<file path="config.mk">
export PLATFORM = sky130hd
export DESIGN_NAME = stream_source_tx_flat
export DESIGN_NICKNAME = d
export VERILOG_FILES = /design/src/rtl/stream_pkg.sv /design/src/rtl/stream_source_tx_if.sv /design/src/rtl/stream_fifo.sv /design/src/rtl/stream_source_tx.sv /design/src/flat_wrapper.sv
export SDC_FILE = /design/constraint.sdc
export NUM_CORES = 1
export LEC_CHECK = 0
export BUFFER_PORTS_ARGS = -buffer_cell sky130_fd_sc_hd__buf_2
export CAP_MARGIN = 20
export CORE_MARGIN = 1
export CORE_UTILIZATION = 45
export DETAILED_ROUTE_END_ITERATION = 6
export PLACE_DENSITY_LB_ADDON = 0.25
export SLEW_MARGIN = 20
export SYNTH_ARGS = -nofsm -noshare
export SYNTH_HDL_FRONTEND = slang
export SYNTH_HIERARCHICAL = 1
export SYNTH_SLANG_ARGS = --single-unit
</file>
<file path="constraint.sdc">
create_clock -name clk -period 3 [get_ports clk]
set_input_delay 0.6 -clock clk [delete_from_list [all_inputs] [get_ports clk]]
set_output_delay 0.6 -clock clk [all_outputs]
set_load 0.01 [all_outputs]
</file>
<file path="src/rtl/stream_pkg.sv">
// stream_pkg: shared FSM state type and default widths for the stream transmit path.
package stream_pkg;
   localparam int DATA_WIDTH_D  = 8;
   localparam int DEPTH_D       = 4;
   localparam int GAP_WIDTH_D   = 4;
   localparam int COUNT_WIDTH_D = 16;
   typedef enum logic [1:0] {IDLE, SEND, GAP} tx_state_e;
endpackage

</file>
<file path="src/rtl/stream_source_tx_if.sv">
// stream_source_tx_if: load port and outgoing valid/ready stream bundled for the transmitter.
interface stream_source_tx_if import stream_pkg::*; #(parameter int DATA_WIDTH = DATA_WIDTH_D);
   logic                  load_valid;
   logic [DATA_WIDTH-1:0] load_data;
   logic                  load_ready;
   logic                  stream_out_valid;
   logic [DATA_WIDTH-1:0] stream_out_data;
   logic                  stream_out_ready;
   modport master (input load_valid, load_data, stream_out_ready, output load_ready, stream_out_valid, stream_out_data);
   modport slave (output load_valid, load_data, stream_out_ready, input load_ready, stream_out_valid, stream_out_data);
endinterface

</file>
<file path="src/rtl/stream_fifo.sv">
// stream_fifo: register-array FIFO with head data, full/empty flags and occupancy level.
module stream_fifo import stream_pkg::*; #(
   parameter int DATA_WIDTH = DATA_WIDTH_D,
   parameter int DEPTH      = DEPTH_D,
   localparam int AW        = $clog2(DEPTH)
) (
   input  logic                  clk,
   input  logic                  reset_n,
   input  logic                  push,
   input  logic                  pop,
   input  logic [DATA_WIDTH-1:0] push_data,
   output logic [DATA_WIDTH-1:0] head,
   output logic                  full,
   output logic                  empty,
   output logic [AW:0]           level
);
   logic [DATA_WIDTH-1:0] mem_q [DEPTH];
   logic [AW-1:0]         wr_ptr_q, rd_ptr_q;
   logic [AW:0]           level_q, level_d;
   assign level_d = level_q + (AW+1)'(push) - (AW+1)'(pop);
   assign head    = mem_q[rd_ptr_q];
   assign full    = level_q == (AW+1)'(DEPTH);
   assign empty   = level_q == '0;
   assign level   = level_q;
   always_ff @(posedge clk or negedge reset_n) begin
      if (!reset_n) begin
         wr_ptr_q <= '0;
         rd_ptr_q <= '0;
         level_q  <= '0;
      end else begin
         wr_ptr_q <= wr_ptr_q + AW'(push);
         rd_ptr_q <= rd_ptr_q + AW'(pop);
         level_q  <= level_d;
      end
   end
   // Storage needs no reset: only entries between the pointers are ever read.
   always_ff @(posedge clk) begin
      if (push) mem_q[wr_ptr_q] <= push_data;
   end
endmodule

</file>
<file path="src/rtl/stream_source_tx.sv">
// stream_source_tx: buffers loaded beats and emits them on a valid/ready stream
// with an optional idle gap after each accepted beat, counting accepted beats.
module stream_source_tx import stream_pkg::*; #(
   parameter int DATA_WIDTH  = DATA_WIDTH_D,
   parameter int DEPTH       = DEPTH_D,
   parameter int GAP_WIDTH   = GAP_WIDTH_D,
   parameter int COUNT_WIDTH = COUNT_WIDTH_D,
   localparam int AW         = $clog2(DEPTH)
) (
   input  logic                   clk,
   input  logic                   reset_n,
   stream_source_tx_if.master     bus,
   input  logic [GAP_WIDTH-1:0]   gap_cycles,
   output logic [COUNT_WIDTH-1:0] sent_count,
   output logic                   idle
);
   tx_state_e             state_q, state_d;
   logic [GAP_WIDTH-1:0]  gap_q, gap_d;
   logic [COUNT_WIDTH-1:0] count_q;
   logic                  push, pop, full, empty, more;
   logic [AW:0]           level, level_nxt;
   stream_fifo #(.DATA_WIDTH(DATA_WIDTH), .DEPTH(DEPTH)) u_fifo (
      .clk       (clk),
      .reset_n   (reset_n),
      .push      (push),
      .pop       (pop),
      .push_data (bus.load_data),
      .head      (bus.stream_out_data),
      .full      (full),
      .empty     (empty),
      .level     (level)
   );
   assign bus.load_ready       = !full;
   assign push                 = bus.load_valid && !full;
   assign bus.stream_out_valid = state_q == SEND;
   assign pop                  = bus.stream_out_valid && bus.stream_out_ready;
   // Decisions use the post-update level so a push is visible one cycle later.
   assign level_nxt            = level + (AW+1)'(push) - (AW+1)'(pop);
   assign more                 = level_nxt != '0;
   assign sent_count           = count_q;
   assign idle                 = state_q == IDLE && empty;
   always_comb begin
      state_d = state_q;
      gap_d   = gap_q;
      case (state_q)
         IDLE: state_d = more ? SEND : IDLE;
         SEND: if (pop) begin
            gap_d   = gap_cycles;
            state_d = gap_cycles != '0 ? GAP : more ? SEND : IDLE;
         end
         GAP: begin
            gap_d   = gap_q - 1'b1;
            state_d = gap_q != GAP_WIDTH'(1) ? GAP : more ? SEND : IDLE;
         end
         default: state_d = IDLE;
      endcase
   end
   always_ff @(posedge clk or negedge reset_n) begin
      if (!reset_n) begin
         state_q <= IDLE;
         gap_q   <= '0;
         count_q <= '0;
      end else begin
         state_q <= state_d;
         gap_q   <= gap_d;
         count_q <= count_q + COUNT_WIDTH'(pop);
      end
   end
endmodule

</file>
<file path="src/flat_wrapper.sv">
// flat-port wrapper written by rule: the top's interface ports become plain ports
module stream_source_tx_flat import stream_pkg::*;
#(
   parameter int DATA_WIDTH  = DATA_WIDTH_D,
   parameter int DEPTH       = DEPTH_D,
   parameter int GAP_WIDTH   = GAP_WIDTH_D,
   parameter int COUNT_WIDTH = COUNT_WIDTH_D,
   localparam int AW         = $clog2(DEPTH)
)
  (clk, reset_n, gap_cycles, sent_count, idle, bus_load_valid, bus_load_data, bus_stream_out_ready, bus_load_ready, bus_stream_out_valid, bus_stream_out_data);
  stream_source_tx_if #(.DATA_WIDTH(DATA_WIDTH)) bus_i ();
  input  logic clk;
  input  logic reset_n;
  input  logic [GAP_WIDTH-1:0] gap_cycles;
  output logic [COUNT_WIDTH-1:0] sent_count;
  output logic idle;
  input wire logic [$bits(bus_i.load_valid)-1:0] bus_load_valid;
  input wire logic [$bits(bus_i.load_data)-1:0] bus_load_data;
  input wire logic [$bits(bus_i.stream_out_ready)-1:0] bus_stream_out_ready;
  output wire logic [$bits(bus_i.load_ready)-1:0] bus_load_ready;
  output wire logic [$bits(bus_i.stream_out_valid)-1:0] bus_stream_out_valid;
  output wire logic [$bits(bus_i.stream_out_data)-1:0] bus_stream_out_data;
  assign bus_i.load_valid = bus_load_valid;
  assign bus_i.load_data = bus_load_data;
  assign bus_i.stream_out_ready = bus_stream_out_ready;
  assign bus_load_ready = bus_i.load_ready;
  assign bus_stream_out_valid = bus_i.stream_out_valid;
  assign bus_stream_out_data = bus_i.stream_out_data;
  stream_source_tx #(.DATA_WIDTH(DATA_WIDTH), .DEPTH(DEPTH), .GAP_WIDTH(GAP_WIDTH), .COUNT_WIDTH(COUNT_WIDTH)) u_core (.clk(clk), .reset_n(reset_n), .bus(bus_i), .gap_cycles(gap_cycles), .sent_count(sent_count), .idle(idle));
endmodule
</file>
Yosys cells after proc, flatten, opt, wreduce, memory -nomap -nowiden
Memories as Yosys holds them, arrays and structs flattened.
Cells that the tools add are included.
W data, S select, Z words.
Storage, ports and cells
  flip-flop bits (word level): 29
  bits in latches: 0
  RAM bits: 32
  memory bits (read-only): 0
  input port bits: 16
  output and inout port bits: 27
  logic and storage cells: 37
  memories: 1
Cells by class
  add/subtract/negate cells: 6
  $mul: 0
  div/mod/pow operators: 0
  magnitude comparators: 0
  equality and inequality tests: 5
  shift-type cells: 0
  mux-type cells: 9
  bitwise logic cells: 0
  reductions and logical operators: 10
Memory list
  u_core.u_fifo.mem_q: words 4, bits a word 8, rd ports 1, clocked after Yosys merged registers in 0, wr ports 1, RTL line stream_fifo.sv:17  | logic [DATA_WIDTH-1:0] mem_q [DEPTH];
Operators with widths (number)
  $add A16 B1 Y16: 1
  $pmux W4 S2: 1
  $mux W2: 3
  $pmux W2 S3: 1
  $add A2 B1 Y2: 2
  $mux W4: 1
  $ne A4 B1 Y1 const B: 1
  $reduce_bool A4 Y1: 1
  $sub A4 B1 Y4 const B: 1
  $add A3 B1 Y3: 1
  $eq A3 B3 Y1 const B: 1
  $logic_and A1 B1 Y1: 3
  $logic_not A3 Y1: 1
  $mux W1: 3
  $reduce_bool A3 Y1: 1
  $sub A3 B1 Y3: 1
  $eq A2 B1 Y1 const B: 1
  $eq A2 B2 Y1 const B: 1
  $logic_not A2 Y1: 1
  $ne A2 B2 Y1 const B: 1
  $reduce_and A2 Y1: 1
  $reduce_bool A2 Y1: 1
  $logic_not A1 Y1: 1

Depth between registers and ports, before layout
Gate-level depths: netlist of run 1.
  word-level depth: 10
  depth in mapped cells: 11

Hierarchy
Netlist of run 1, hierarchy kept.
By module, submodules not included
  stream_fifo: instances 1, cells an instance 67, area an instance 1501.4 sq um, sequential area each 1136.1 sq um
  stream_source_tx: instances 1, cells an instance 118, area an instance 1191.1 sq um, sequential area each 550.5 sq um

Worst setup path before layout of run 1
Ideal clock, no wire load.
  kind: register to register
  start: register u_core.state_q[1]
  end: register u_core.state_q[0]
  arrival: 2.413 ns
  required time: 2.866 ns
  path slack: 0.453 ns
  cell stages (with the launch flop): 12
  cell sequence: dfrtp_1 clkbuf_1 clkbuf_1 nor2_1 ha_1 inv_1 ha_1 fa_1 xnor2_1 xnor2_1 o32ai_1 o31ai_1
On the way
  cells in the longest elaborated chain, start to end: 8
  elaborated cells between the ends (all ways): 12
  classes of those cells: 1 x add/sub; 3 x eq/ne; 5 x mux; 3 x reduce/logical
Ends and longest elaborated chain
  start, declared: RTL line stream_source_tx.sv:17  | tx_state_e state_q, state_d;
  start signal, assigned: RTL line stream_source_tx.sv:64  | state_q <= state_d;
  $eq A2 B1 Y1 (*): RTL line stream_source_tx.sv:35  | assign bus.stream_out_valid = state_q == SEND;
  $logic_and A1 B1 Y1 (*): RTL line stream_source_tx.sv:36  | assign pop = bus.stream_out_valid && bus.stream_out_ready;
  net u_core.pop: RTL line stream_source_tx.sv:20  | logic push, pop, full, empty, more;
  $sub A3 B1 Y3: RTL line stream_source_tx.sv:38  | assign level_nxt = level + (AW+1)'(push) - (AW+1)'(pop);
  $reduce_bool A3 Y1: RTL line stream_source_tx.sv:39  | assign more = level_nxt != '0;
  $mux W1: RTL line stream_source_tx.sv:46, stream_source_tx.sv:49, stream_source_tx.sv:53
  $mux W2: RTL line stream_source_tx.sv:49  | state_d = gap_cycles != '0 ? GAP : more ? SEND : IDLE;
  $mux W2: RTL line stream_source_tx.sv:47  | SEND: if (pop) begin
  $pmux W2 S3: RTL line stream_source_tx.sv:45  | case (state_q)
Mark *: on every way through the listed nets, which the timed path passes. The rest lies on a longest branch. The select of a mux whose other input is x is not followed.
A chain may end at the register's enable or synchronous reset.

Worst setup path after layout of run 1
  start: register u_core.state_q[0]
  end: register u_core.state_q[0]
Same word-level chain as after synthesis.

==> results.cfg, run 1 <==
[layout]
nNetsFinal = 264
fillerInstances = 449
diodes = 0
syn_to_final_growth_pct = 19.8
final_util = 0.572
layout_commonest_cell = buf_2
final_layout_size_suffix_gt1_frac = 0.299
final_cell_mix = buf_2 (42), edfxtp_1 (32), dfrtp_1 (29), inv_1 (13), nand2_1 (11)

[clock_tree]
cts_max_level = 3
cts_resized = 0
insertion_delay_ps = 320
cts_hold_buf = 0
numCtsBuffers = 9
cts_sinks = 61
cts_setup_buffers = 0
cts.clk_slew.worst_paths_ps = 70
cts_root_buf = clkbuf_8
cts_max_path_buffers = 2
cts_tree = yes

[yosys]
synth_top_area_frac = 0.357
synth_area_per_cell_um2 = 14.6
synth_edf_count = 32
yosysSeqAreaShare = 0.626
synth-seq-cells = 61
yosysWarnings = 6
async_flop_share = 0.475
synth_fp_nets = 213
synth_top_area_cell = edfxtp_1
synth_area_leaders = edfxtp_1 (36%), dfrtp_1 (27%), mux4_2 (6.7%)
ys_dominant_reg_cell = edfxtp_1
syn-cell-area_um2 = 2690
synth_cell_types = 35
syn_inst = 185

[routing]
vias_per_cell = 5.04
wl_per_cell_um = 14.6
vias = 1577
drtIter0Drc = 59
dr.pass1.iters = 4
detail-route-antenna-nets = 0
wirelength_um = 4570
drc_errors = 0

[setup_path]
reg2reg_slack_ps = 620
crit_start = u_core/state_q[0]
rr_endpoint = u_core/state_q[0]
slowest_stage = dfrtp_1
critPathKind = reg -> reg
ff2ff_path_depth = 10
cp_top_family = adder cells
worstPathCellList = nand2_1 -> nor2_1 -> ha_1 -> inv_1 -> ha_1 -> fa_1 -> xnor2_1 -> xnor2_1 -> o32ai_1 -> o31ai_1
max_stage_delay_ps = 480
critical_path_buf_inv_count = 1
critical_path_arrival_ps = 2580
timing.rr.start = u_core/state_q[0]
critPathRequiredTime_ps = 3200
endpoint_kind = register
crit_path_start_kind = register
worstPathMaxFanout = 10
cp_num_cells = 10

[grt]
grt_pass1_wl_um = 7290
antenna_found_initial = 0
grt_pass1_vias = 1498
grt_use_total = 0.161
grt_overflow = 0
grt_max_degree = 30

[sta]
holdWs_ps = 309
slew-limit-headroom = 0.552
clock.fmax_ghz = 0.420
finClkSkew_ps = 7.09
hold_viol = 0
worst_slack_ps = 617
worstMarginPinSlew_ps = 672
rsz0062_at_grt = false
setup-tns-final_ps = 0
fin_crit_sh = 0.794
min_period_ps = 2380
slew_viol_final = 0
setup_viol = 0

[die]
io_pins = 43
fp.dieW_um = 79.4
start_util = 0.477
core_um2 = 5640
num_rows = 27
die_area_um2 = 6300
die_h_um = 79.4

[power_and_ir_drop]
vdd_drop_max_uv = 603
p_total_w = 0.00309
leakage_nw = 1.40
power_density_nw_per_um2 = 959

[place]
dp_hpwl_um = 3220
port-buffer-count = 42
gp_congestion = 0.786
post-place-ws_ps = 401

[run_status]
status = finished, final reports clean

[min_path]
hold_path_class = in -> async

[flow_run]
maxCapViolCount = 0
-- routing by layer --
metal / vias up / track usage / routed length (µm)
li1: 775 / - / -
met1: 760 / 0.209 / 2100
met2: 33 / 0.248 / 2220
met3: 9 / 0.0391 / 174
met4: 0 / 0.0873 / 76
met5: - / 0 / 0
-- worst max-delay path by stage --
| stage | to | slack (ps) |
|---|---|---|
| 2_1_floorplan | u_core/state_q[0] | 450 |
| 3_3_place_gp | u_core/state_q[0] | 470 |
| 3_5_place_dp | u_core/state_q[0] | 400 |
| 4_1_cts | bus_stream_out_data[7] | 600 |
| 5_1_grt | u_core/state_q[0] | 360 |
| 6_report | u_core/state_q[0] | 620 |
-- sequential cells by signal (all words and copies together), names as in the netlist --
name and cells:
u_core/state_q 2, u_core/sent_count 16, u_core/u_fifo/wr_ptr_q 2, u_core/u_fifo/mem_q 32, u_core/u_fifo/rd_ptr_q 2, u_core/u_fifo/level 3, u_core/gap_q 4
-- synth_stat cells (5+ instances only) --
library cell	number
edfxtp_1	32
dfrtp_1	29
inv_1	13
nand2_1	11
ha_1	10
xnor2_1	10
xor2_1	9
mux4_2	8
nand3_1	7
nor3_1	6
o21ai_0	6
nor2_1	5
nor3b_1	5
-- area by class of cell --
class                      count  area, µm²  area share
clock buffer                   9        124      0.0384
clock inverter                 7        114      0.0353
inverter                      13       48.8      0.0151
multi-input combinational    106        930       0.288
sequential                    61       1690       0.523
tap                           72       90.1      0.0279
timing repair buffer          45        233      0.0721
-- worst register-to-register path, stage by stage, from the launching register on --
cell and delay, ps:
dfrtp_1 480, nand2_1 220, nor2_1 90, ha_1 280, inv_1 40, ha_1 180, fa_1 390, xnor2_1 150
xnor2_1 120, o32ai_1 210, o31ai_1 100
-- logic make-up after synthesis --
kind of cell | after synthesis | synth area share
AO/OA/AOI/OAI | 14 | 0.0330
XOR/XNOR | 20 | 0.0702
adder cells (fa/ha/maj) | 12 | 0.0613
buffers and inverters | 18 | 0.0283
flip-flops | 61 | 0.626
multiplexers | 10 | 0.0743
AND/OR/NAND/NOR | 50 | 0.106
-- power breakdown --
part	internal (W)	switching [W]
sequential	0.00111	0.000213
combinational	0.000477	0.000442
clock	0.000547	0.000304
total	0.00213	0.000959
-- through the flow --
step | area (µm²) | cells
global placement | 2990 | 297
floorplan | 2690 | 185
global route | 3230 | 313
finish | 3230 | 313
CTS | 3230 | 313
detailed placement | 2990 | 297
No activity file was read; power rests on OpenSTA's default activity.
==> inputs of run 2 (changes only) <==
==> constraint.sdc (replaced) <==
create_clock -name clk -period 2.1 [get_ports clk]
set_input_delay 0.42 -clock clk [delete_from_list [all_inputs] [get_ports clk]]
set_output_delay 0.42 -clock clk [all_outputs]
set_load 0.01 [all_outputs]
==> run 2 against run 1 <==
  * Clock power increased by 45%
  * Sequential share of layout area fell by 1.4 points
  * Sequential power grew 43%
  * Critical endpoint unchanged
  * Largest power group unchanged
  * Highest routed layer unchanged
==> results.cfg, run 2 (synthesis gave the netlist of run 1 again) <==
[clock_tree]
numCtsBuffers = 9
insertion_delay_ps = 330
cts_tree = yes
cts_sinks = 61
cts.clk_slew.worst_paths_ps = 70
cts_max_path_buffers = 2
cts_max_level = 3
cts_setup_buffers = 0
cts_root_buf = clkbuf_8

[min_path]
hold_path_class = in -> async

[layout]
final_layout_size_suffix_gt1_frac = 0.349
nNetsFinal = 272
syn_to_final_growth_pct = 23.4
design_area_um2 = 3320
final_cell_mix = buf_2 (42), edfxtp_1 (32), dfrtp_1 (28), inv_1 (13), buf_4 (11)
largest_reg_flops = 32
layout_commonest_cell = buf_2
top_register = u_core/u_fifo/mem_q
diodes = 0
final_cells = 321

[grt]
grt_max_degree = 30
grt_use_total = 0.170
grt_overflow = 0
grt_pass1_vias = 1651
antenna_found_initial = 0
grt_pass1_wl_um = 7830

[place]
dp.cells = 305
port-buffer-count = 42
dp_hpwl_um = 3170
gp_congestion = 0.794
place_area_um2 = 3070

[sta]
slew_viol_final = 0
setup-tns-final_ps = 0
worstMarginPinSlew_ps = 654
hold_viol = 0
fin_crit_sh = 0.983
slew-limit-headroom = 0.564
setup_viol = 0
clock.fmax_ghz = 0.485
min_period_ps = 2060
finClkSkew_ps = 5.62
rsz0062_at_grt = true

[setup_path]
slowest_stage = dfrtp_1
rr_endpoint = u_core/state_q[0]
crit_path_start_kind = register
endpoint_kind = register
critPathKind = reg -> reg
critical_path_arrival_ps = 2270
critical_path_buf_inv_count = 1
reg2reg_slack_ps = 40
timing.rr.start = u_core/state_q[0]
max_stage_delay_ps = 410
critPathRequiredTime_ps = 2310
ff2ff_path_depth = 10
worstPathCellList = nand2_4 -> nor2_4 -> ha_1 -> inv_1 -> ha_2 -> fa_2 -> xnor2_2 -> xnor2_1 -> o32ai_1 -> o31ai_1
worstPathMaxFanout = 2
cp_top_family = adder cells

[die]
die_area_um2 = 6300
fp.dieW_um = 79.4
start_util = 0.477
num_rows = 27
io_pins = 43
die_h_um = 79.4
core_um2 = 5640

[routing]
detail-route-antenna-nets = 0
vias = 1631
drtIter0Drc = 43
vias_per_cell = 5.08
wirelength_um = 4640
drc_errors = 0
dr.pass1.iters = 4
wl_per_cell_um = 14.4

[power_and_ir_drop]
leakage_nw = 1.45
vdd_drop_max_uv = 549
power_density_nw_per_um2 = 1380

[run_status]
status = finished, final reports clean

[flow_run]
maxCapViolCount = 0
-- run 2: metrics by stage --
step | hold slack (ps) | util | setup slack (ps) | total power (W)
after floorplan | 124 | - | -54.8 | 0.00288
after global placement | 460 | 0.543 | -81.5 | 0.00329
after detailed placement | 471 | 0.543 | -100 | 0.00334
after CTS | 132 | 0.586 | 21.1 | 0.00459
after global routing | 163 | 0.589 | -32.0 | 0.00492
final | 113 | 0.589 | 36.3 | 0.00457
-- run 2: where the power goes --
part           switching, W  leakage (nW)  internal, W
clock              0.000449         0.113     0.000781
sequential         0.000296         0.660      0.00159
combinational      0.000679         0.680     0.000773
-- run 2: worst max-delay path by stage --
stage | start | end | slack, ps | cells past startpoint
floorplan | u_core/state_q[1] | u_core/state_q[0] | -50 | 11
global placement | bus_stream_out_ready | u_core/state_q[0] | -80 | 11
detailed placement | bus_stream_out_ready | u_core/state_q[0] | -100 | 11
CTS | u_core/u_fifo/level[0] | u_core/state_q[0] | 20 | 8
global route | u_core/state_q[0] | u_core/state_q[0] | -30 | 10
finish | u_core/state_q[0] | u_core/state_q[0] | 40 | 10
-- run 2: worst register-to-register path, cell delays in order (launching register included) --
cell and delay, ps:
dfrtp_1 410, nand2_4 80, nor2_4 30, ha_1 270, inv_1 40, ha_2 160
fa_2 350, xnor2_2 140, xnor2_1 120, o32ai_1 230, o31ai_1 110
-- run 2: final cells by class --
type | instances | area, µm²
flip-flops and latches | 61 | 1690
fillers | 468 | 2320
clock buffers | 9 | 124
repair buffers | 53 | 293
clock inverters | 7 | 114
inverters | 13 | 48.8
well taps | 72 | 90.1
multi-input cells | 106 | 962
-- run 2: routing by layer --
layer	track usage	up-vias	routed length, µm
met3	0.0575	7	200
met1	0.225	796	2110
met2	0.266	32	2290
li1	-	796	-
met5	0	-	0
met4	0.0491	0	36
-- run 2: timing repair --
action,in CTS,in global routing
hold buffers,0,0
endpoints found under the setup margin,8,2
gates resized for setup,1,4
